$ cat src/rtl/regfile_pkg.sv
`default_nettype none
//------------------------------------------------------------------------------
// +--------------------------------------------------------------------------+
// | Module   : regfile_pkg                                                   |
// | Purpose  : Shared types and helpers for the multi-read-port register     |
// |            file: controller state encoding, byte width, lane merge.      |
// | Revision : 1.0  initial release                                          |
// +--------------------------------------------------------------------------+
//------------------------------------------------------------------------------
package regfile_pkg;

   localparam int BYTE_W = 8;

   typedef enum logic [0:0] {
      RF_CLEAR = 1'b0,
      RF_READY = 1'b1
   } rf_state_e;

   // Single byte-lane merge: the enabled lane takes the new byte, otherwise
   // the stored byte is kept. Used for both the write path and the bypass.
   function automatic logic [BYTE_W-1:0] rf_merge(
      input logic [BYTE_W-1:0] old_b,
      input logic [BYTE_W-1:0] new_b,
      input logic              be
   );
      return be ? new_b : old_b;
   endfunction

endpackage
`default_nettype wire

$ cat src/rtl/regfile_rd_port.sv
`default_nettype none
//------------------------------------------------------------------------------
// +--------------------------------------------------------------------------+
// | Module   : regfile_rd_port                                               |
// | Purpose  : One read port: address range check, write-to-read bypass     |
// |            merge, optional output register.                              |
// | Ports    : clk       clock                                               |
// |            i_ready   controller ready and not in reset                   |
// |            i_re      read request                                        |
// |            i_raddr   read address                                        |
// |            i_mem     storage array contents                              |
// |            i_wr_ok   an in-range write is being accepted this cycle      |
// |            i_waddr / i_wdata / i_wbe   the accepted write                |
// |            o_rdata / o_rvalid          read result                       |
// |            o_oor     request served this cycle addresses >= DEPTH        |
// | Revision : 1.0  initial release                                          |
// +--------------------------------------------------------------------------+
//------------------------------------------------------------------------------
module regfile_rd_port
   import regfile_pkg::*;
#(
   parameter int DATA_W = 8,
   parameter int DEPTH  = 8,
   parameter int ADDR_W = 3,
   parameter int RD_REG = 1,
   parameter int BYPASS = 1
) (
   input  logic              clk,
   input  logic              i_ready,
   input  logic              i_re,
   input  logic [ADDR_W-1:0] i_raddr,
   input  logic [DATA_W-1:0] i_mem [DEPTH],
   input  logic              i_wr_ok,
   input  logic [ADDR_W-1:0] i_waddr,
   input  logic [DATA_W-1:0] i_wdata,
   input  logic [DATA_W/BYTE_W-1:0] i_wbe,
   output logic [DATA_W-1:0] o_rdata,
   output logic              o_rvalid,
   output logic              o_oor
);

   localparam int              c_NB    = DATA_W / BYTE_W;
   localparam logic [ADDR_W:0] c_DEPTH = (ADDR_W+1)'(DEPTH);

   logic              w_inr;
   logic              w_hit;
   logic              w_srv;
   logic [DATA_W-1:0] w_val;

   assign w_inr = ({1'b0, i_raddr} < c_DEPTH);
   assign w_hit = (BYPASS != 0) && i_wr_ok && (i_waddr == i_raddr);
   assign w_srv = i_ready && i_re;
   assign o_oor = w_srv && !w_inr;

   // Out-of-range reads return zero; a same-cycle write to the address is
   // merged per lane so the reader sees the post-write value.
   always_comb begin
      w_val = '0;
      if (w_inr) begin
         w_val = i_mem[i_raddr];
         if (w_hit) begin
            for (int b = 0; b < c_NB; b++) begin
               w_val[b*BYTE_W +: BYTE_W] = rf_merge(w_val[b*BYTE_W +: BYTE_W],
                                                    i_wdata[b*BYTE_W +: BYTE_W],
                                                    i_wbe[b]);
            end
         end
      end
   end

   generate
      if (RD_REG != 0) begin : g_reg
         logic [DATA_W-1:0] r_rdata;
         logic              r_rvalid;

         // Not ready covers both reset and the clear sweep: outputs are zero.
         always_ff @(posedge clk) begin
            if (!i_ready) begin
               r_rdata  <= '0;
               r_rvalid <= 1'b0;
            end else begin
               r_rvalid <= i_re;
               if (i_re) begin
                  r_rdata <= w_val;
               end
            end
         end

         assign o_rdata  = r_rdata;
         assign o_rvalid = r_rvalid;
      end else begin : g_comb
         assign o_rvalid = w_srv;
         assign o_rdata  = w_srv ? w_val : '0;
      end
   endgenerate

endmodule
`default_nettype wire

$ cat src/rtl/regfile_mp.sv
`default_nettype none
//------------------------------------------------------------------------------
// +--------------------------------------------------------------------------+
// | Module   : regfile_mp                                                    |
// | Purpose  : Parametrised register file with NUM_RD read ports, byte-lane  |
// |            write enables, optional bypass and registered reads, and a    |
// |            one-entry-per-cycle clear sweep after reset.                  |
// | Ports    : clk, srst        clock, synchronous active-high reset         |
// |            we/waddr/wdata/wbe   write request                            |
// |            re/raddr         per-port read request, packed addresses      |
// |            rdata/rvalid     per-port read data and valid, packed         |
// |            busy             clear sweep running (or reset held)          |
// |            oor_err          one-cycle pulse, accepted access >= DEPTH    |
// | Revision : 1.0  initial release                                          |
// +--------------------------------------------------------------------------+
//------------------------------------------------------------------------------
module regfile_mp
   import regfile_pkg::*;
#(
   parameter  int DATA_W = 8,
   parameter  int DEPTH  = 8,
   parameter  int NUM_RD = 2,
   parameter  int RD_REG = 1,
   parameter  int BYPASS = 1,
   localparam int ADDR_W = $clog2(DEPTH),
   localparam int NB     = DATA_W / BYTE_W
) (
   input  logic                     clk,
   input  logic                     srst,
   input  logic                     we,
   input  logic [ADDR_W-1:0]        waddr,
   input  logic [DATA_W-1:0]        wdata,
   input  logic [NB-1:0]            wbe,
   input  logic [NUM_RD-1:0]        re,
   input  logic [NUM_RD*ADDR_W-1:0] raddr,
   output logic [NUM_RD*DATA_W-1:0] rdata,
   output logic [NUM_RD-1:0]        rvalid,
   output logic                     busy,
   output logic                     oor_err
);

   localparam logic [ADDR_W:0]   c_DEPTH = (ADDR_W+1)'(DEPTH);
   localparam logic [ADDR_W-1:0] c_LAST  = ADDR_W'(DEPTH - 1);

   rf_state_e         r_state;
   logic [ADDR_W-1:0] r_clr_cnt;
   logic [DATA_W-1:0] r_mem [DEPTH];
   logic              r_oor;

   logic              w_ready;
   logic              w_clr_wr;
   logic              w_wr_inr;
   logic              w_wr_ok;
   logic              w_wr_oor;
   logic [NUM_RD-1:0] w_rd_oor;

   assign w_ready  = (r_state == RF_READY) && !srst;
   assign w_clr_wr = (r_state == RF_CLEAR) && !srst;
   assign w_wr_inr = ({1'b0, waddr} < c_DEPTH);
   assign w_wr_ok  = w_ready && we && w_wr_inr;
   assign w_wr_oor = w_ready && we && !w_wr_inr;
   assign busy     = srst || (r_state == RF_CLEAR);
   assign oor_err  = r_oor;

   // Clear controller: entry clr_cnt is zeroed each cycle while clearing;
   // READY follows the cycle that clears the last entry.
   always_ff @(posedge clk) begin
      if (srst) begin
         r_state   <= RF_CLEAR;
         r_clr_cnt <= '0;
      end else if (r_state == RF_CLEAR) begin
         if (r_clr_cnt == c_LAST) begin
            r_state <= RF_READY;
         end else begin
            r_clr_cnt <= r_clr_cnt + 1'b1;
         end
      end
   end

   // Storage has no reset of its own; the sweep owns the write port while
   // clearing, so host writes cannot land during that window.
   always_ff @(posedge clk) begin
      if (w_clr_wr) begin
         r_mem[r_clr_cnt] <= '0;
      end else if (w_wr_ok) begin
         for (int b = 0; b < NB; b++) begin
            r_mem[waddr][b*BYTE_W +: BYTE_W] <= rf_merge(r_mem[waddr][b*BYTE_W +: BYTE_W],
                                                         wdata[b*BYTE_W +: BYTE_W],
                                                         wbe[b]);
         end
      end
   end

   // Registered for every RD_REG setting so the error has a single timing.
   always_ff @(posedge clk) begin
      if (srst) begin
         r_oor <= 1'b0;
      end else begin
         r_oor <= w_wr_oor || (|w_rd_oor);
      end
   end

   generate
      for (genvar p = 0; p < NUM_RD; p++) begin : g_rd_port
         regfile_rd_port #(
            .DATA_W (DATA_W),
            .DEPTH  (DEPTH),
            .ADDR_W (ADDR_W),
            .RD_REG (RD_REG),
            .BYPASS (BYPASS)
         ) u_rd_port (
            .clk      (clk),
            .i_ready  (w_ready),
            .i_re     (re[p]),
            .i_raddr  (raddr[p*ADDR_W +: ADDR_W]),
            .i_mem    (r_mem),
            .i_wr_ok  (w_wr_ok),
            .i_waddr  (waddr),
            .i_wdata  (wdata),
            .i_wbe    (wbe),
            .o_rdata  (rdata[p*DATA_W +: DATA_W]),
            .o_rvalid (rvalid[p]),
            .o_oor    (w_rd_oor[p])
         );
      end
   endgenerate

endmodule
`default_nettype wire
$ cat config.mk
export PLATFORM = sky130hd
export DESIGN_NAME = regfile_mp
export DESIGN_NICKNAME = d
export VERILOG_FILES = /design/src/rtl/regfile_pkg.sv /design/src/rtl/regfile_rd_port.sv /design/src/rtl/regfile_mp.sv
export SDC_FILE = /design/constraint.sdc
export NUM_CORES = 1
export LEC_CHECK = 0
export ABC_AREA = 1
export CORE_UTILIZATION = 61
export DETAILED_ROUTE_END_ITERATION = 8
export PLACE_DENSITY_LB_ADDON = 0.1
export SLEW_MARGIN = 15
export SYNTH_ARGS = -nofsm -noshare
export SYNTH_HDL_FRONTEND = slang
export SYNTH_HIERARCHICAL = 1
export SYNTH_SLANG_ARGS = --single-unit
$ cat constraint.sdc
create_clock -name clk -period 3.02 [get_ports clk]
set_clock_uncertainty 0.1 [all_clocks]
set_input_delay 0.755 -clock clk [delete_from_list [all_inputs] [get_ports clk]]
set_output_delay 0.755 -clock clk [all_outputs]
set_load 0.02 [all_outputs]
==> flow_summary.html <==
<table>
<tr><th>Metric</th><th>Value</th></tr>
<tr><th colspan="2">Timing</th></tr>
<tr><td>RSZ-0062 raised after global routing</td><td>no</td></tr>
<tr><td>Final Slew Violations</td><td>0</td></tr>
<tr><td>Number of setup violations in the final report</td><td>0</td></tr>
<tr><td>Setup TNS after final layout</td><td>0 ns</td></tr>
<tr><td>Portion of the clock cycle consumed by the worst path in the final layout</td><td>96.5%</td></tr>
<tr><td>Maximum achievable frequency</td><td>343 MHz</td></tr>
<tr><td>Worst-Margin Slew</td><td>0.587 ns</td></tr>
<tr><td>Number of failing hold endpoints at the final stage</td><td>0</td></tr>
<tr><td>Time the worst path needs with I/O delays and setup</td><td>2.91 ns</td></tr>
<tr><td>Slew headroom</td><td>60.8%</td></tr>
<tr><td>Worst hold margin</td><td>0.367 ns</td></tr>
<tr><th colspan="2">Floorplanning</th></tr>
<tr><td>Area of the core</td><td>0.0105 mm²</td></tr>
<tr><td>Chip Width</td><td>107 µm</td></tr>
<tr><td>Die area</td><td>0.0114 mm²</td></tr>
<tr><td>Top-level I/O count</td><td>43</td></tr>
<tr><td>Site row count</td><td>37</td></tr>
<tr><td>Starting density of the core</td><td>64.0%</td></tr>
<tr><td>Chip height</td><td>107 µm</td></tr>
<tr><th colspan="2">Global route</th></tr>
<tr><td>Total track usage</td><td>39.4%</td></tr>
<tr><td>Largest net degree at the start of global routing</td><td>46</td></tr>
<tr><td>Antenna violations before repair</td><td>0</td></tr>
<tr><td>Total congestion overflow after global routing</td><td>0</td></tr>
<tr><td>Via count of the first global-routing pass</td><td>6,321</td></tr>
<tr><td>First-pass GRT wire length</td><td>33,600 µm</td></tr>
<tr><th colspan="2">Logic synthesis</th></tr>
<tr><td>Count of mapped cells out of synthesis</td><td>968</td></tr>
<tr><td>Cell area after synthesis</td><td>0.00669 mm²</td></tr>
<tr><td>Mapped Nets</td><td>993</td></tr>
<tr><td>Flip-flop cell with the highest count after synthesis</td><td>edfxtp_1</td></tr>
<tr><td>Share of async-settable or async-resettable flops after synthesis</td><td>0%</td></tr>
<tr><td>Average footprint of a synthesized cell</td><td>6.91 µm²</td></tr>
<tr><td>Library cells used by synthesis</td><td>30</td></tr>
<tr><td>Post-synth EDFFs</td><td>64</td></tr>
<tr><td>Sequential element share of the synthesized area</td><td>35.6%</td></tr>
<tr><td>Number of warnings issued by yosys</td><td>6</td></tr>
<tr><td>Number of synthesized register bits</td><td>87</td></tr>
<tr><th colspan="2">Critical path</th></tr>
<tr><td>CP Class</td><td>input pin to primary output</td></tr>
<tr><td>Critical path arrival</td><td>2.06 ns</td></tr>
<tr><td>Capturing element type of the critical path</td><td>primary output</td></tr>
<tr><td>Required time of the worst setup path</td><td>2.16 ns</td></tr>
<tr><td>Depth of the most critical reg-to-reg path</td><td>13</td></tr>
<tr><td>Biggest fanout along the worst timing path</td><td>2</td></tr>
<tr><td>Setup slack of the most critical reg-to-reg path</td><td>0.96 ns</td></tr>
<tr><td>Kind of start point of the critical path</td><td>input pin</td></tr>
<tr><th colspan="2">Detailed routing</th></tr>
<tr><td>Length of the first detailed-routing pass in iterations</td><td>7</td></tr>
<tr><td>Number of DRC markers after the initial detailed-route iteration</td><td>1,144</td></tr>
<tr><td>Post-Route WL</td><td>21,700 µm</td></tr>
<tr><td>Count of nets left with antenna violations after detail routing</td><td>0</td></tr>
<tr><td>Per-cell routed wire length</td><td>19.2 µm</td></tr>
<tr><td>Via count of the routed design</td><td>6,898</td></tr>
<tr><td>Via-per-instance ratio</td><td>6.11</td></tr>
<tr><td>Detailed-route DRC error count</td><td>0</td></tr>
<tr><th colspan="2">Clocking</th></tr>
<tr><td>Number of buffers added to fix hold violations after cts</td><td>0</td></tr>
<tr><td>Max clock buf depth</td><td>2</td></tr>
<tr><td>Number of CTS-inserted buffers</td><td>9</td></tr>
<tr><td>Clock tree from TritonCTS</td><td>yes</td></tr>
<tr><td>H-tree levels</td><td>3</td></tr>
<tr><td>Clock transition at the registers of the reported paths</td><td>0.08 ns</td></tr>
<tr><td>Clk sink count</td><td>87</td></tr>
<tr><td>Post CTS Setup Buffer Count</td><td>0</td></tr>
<tr><td>Root Driver</td><td>clkbuf_8</td></tr>
<tr><td>Clock insertion delay at the later pin of the skew report</td><td>0.39 ns</td></tr>
<tr><th colspan="2">Cells and area</th></tr>
<tr><td>FILL cells</td><td>897</td></tr>
<tr><td>Layout Utilization</td><td>70.0%</td></tr>
<tr><td>Share of final-layout standard cells stronger than drive strength 1</td><td>12.4%</td></tr>
<tr><td>Number of antenna diodes</td><td>0</td></tr>
<tr><td>Final nets</td><td>1,013</td></tr>
<tr><td>Post-route cell area</td><td>0.00732 mm²</td></tr>
<tr><td>Synthesis-to-finish area growth</td><td>9.44%</td></tr>
<tr><th colspan="2">Hold path</th></tr>
<tr><td>Worst min-delay path category</td><td>register to register</td></tr>
<tr><td>Min-Delay Path Depth</td><td>2</td></tr>
<tr><th colspan="2">Placed design</th></tr>
<tr><td>IO Port Bufs</td><td>42</td></tr>
<tr><td>Final HPWL DP</td><td>15,600 µm</td></tr>
<tr><td>Standard cell area after detailed placement</td><td>0.00713 mm²</td></tr>
<tr><td>Routability congestion estimate from global placement</td><td>0.982</td></tr>
<tr><th colspan="2">Power</th></tr>
<tr><td>Peak VDD IR</td><td>0.354 mV</td></tr>
<tr><td>Leakage power of the design</td><td>3.45 nW</td></tr>
<tr><td>Sum of internal, switching and leakage power</td><td>0.00307 W</td></tr>
<tr><td>Pwr/cell area</td><td>420 mW/mm²</td></tr>
<tr><th colspan="2">Run status</th></tr>
<tr><td>Outcome</td><td>completed</td></tr>
<tr><th colspan="2">Job</th></tr>
<tr><td>Reported max-cap violation count</td><td>0</td></tr>
</table>
[layout by cell type, fill, tap and decap left out, drive strengths merged]
| master | count |
|---|---|
| bufinv | 1 |
| dfxtp | 23 |
| nor3 | 1 |
| nand4 | 10 |
| buf | 22 |
| clkinv | 4 |
| nor2 | 33 |
| inv | 71 |
| nand3 | 280 |
| clkinvlp | 1 |
| o21ai | 6 |
| nand2 | 394 |
| clkbuf | 9 |
| clkdlybuf4s50 | 42 |
| conb | 2 |
| ha | 2 |
| a211oi | 2 |
| edfxtp | 64 |
| a21oi | 18 |
| or2 | 8 |
[metrics by stage]
step / setup WS [ns] / instances
after floorplan: 0.643 / 968
after global placement: 0.0878 / 1113
after detailed placement: 0.0878 / 1113
after CTS: 0.0483 / 1129
after global routing: 0.0735 / 1129
final: 0.106 / 1129
[cell usage after synthesis, types with 2 or more instances]
cell type	instances	area [µm²]
buf_1	8	30.0
dfxtp_1	23	460
nor2_2	5	31.3
nand3_1	252	1260
buf_6	10	113
a211oi_1	2	15.0
buf_2	17	85.1
nand2_8	2	40.0
nor2_8	4	80.1
inv_8	2	22.5
nand2_4	6	67.6
inv_2	10	37.5
nand2_2	11	68.8
nand4_1	10	62.6
inv_1	57	214
o21ai_0	6	30.0
clkbuf_1	5	18.8
a21oi_2	2	17.5
or2_2	8	50.1
nor2_1	18	67.6
nand3_2	28	280
ha_1	2	25.0
buf_4	15	113
nor2_4	6	67.6
a21oi_1	16	80.1
nand2_1	375	1410
edfxtp_1	64	1920
conb_1	2	7.51
[worst paths after layout]
path / end / startpoint
setup reg to reg: g_rd_port[1].u_rd_port/o_rdata[4] / r_state
hold / removal: g_rd_port[0].u_rd_port/o_rdata[2] / g_rd_port[0].u_rd_port/o_rdata[2]
hold reg to reg: g_rd_port[0].u_rd_port/o_rdata[2] / g_rd_port[0].u_rd_port/o_rdata[2]
setup / recovery: busy / srst
[logic make-up (layout without fill, tap and decap cells)]
family / after synthesis / count (layout) / share of synthesized area, %
other: 2 / 2 / 0.112
buffers and inverters: 125 / 150 / 9.56
flip-flops: 87 / 87 / 35.6
AO/OA/AOI/OAI: 26 / 26 / 2.13
adder cells (fa/ha/maj): 2 / 2 / 0.374
AND/OR/NAND/NOR: 726 / 726 / 52.2
[cell type report]
| class | instances | area (µm²) | area share [%] |
|---|---|---|---|
| clock buffers | 9 | 124 | 1.69 |
| clock inverters | 7 | 71.3 | 0.974 |
| inverters | 70 | 280 | 3.83 |
| multi-input cells | 756 | 3670 | 50.1 |
| flip-flops and latches | 87 | 2380 | 32.5 |
| well taps | 136 | 170 | 2.32 |
| repair buffers | 64 | 623 | 8.51 |
[state kept, by name, summed over array words and instances, names as in the netlist]
register / count
g_rd_port.u_rd_port/o_rvalid: 2
r_mem: 64
r_state: 1
oor_err: 1
r_clr_cnt: 3
g_rd_port.u_rd_port/o_rdata: 16
[report_power, final]
group / switching [W] / total [W] / internal, W
sequential: 0.000124 / 0.00151 / 0.00139
combinational: 0.000484 / 0.000720 / 0.000237
clock: 0.000461 / 0.000844 / 0.000383
total: 0.00107 / 0.00307 / 0.00200
[routing by layer]
layer  GRT usage [%]  up-vias  share of wire [%]
li1                -     3230                  -
met5               0        -                  0
met1            52.1     3072                 38
met3            11.9       84                 15
met2            56.7      512                 42
met4            23.7        0                5.2
[repair_timing]
item	4_1_cts	5_1_grt
endpoints found under the setup margin	0	1
hold endpoints to repair	0	0
gates resized for setup	0	1
[critical path, stage by stage]
cell,delay [ns]
clkdlybuf4s50_1,0.45
nor2_2,0.26
inv_1,0.07
clkdlybuf4s50_1,0.53
Power figures use the tool's default switching activity.
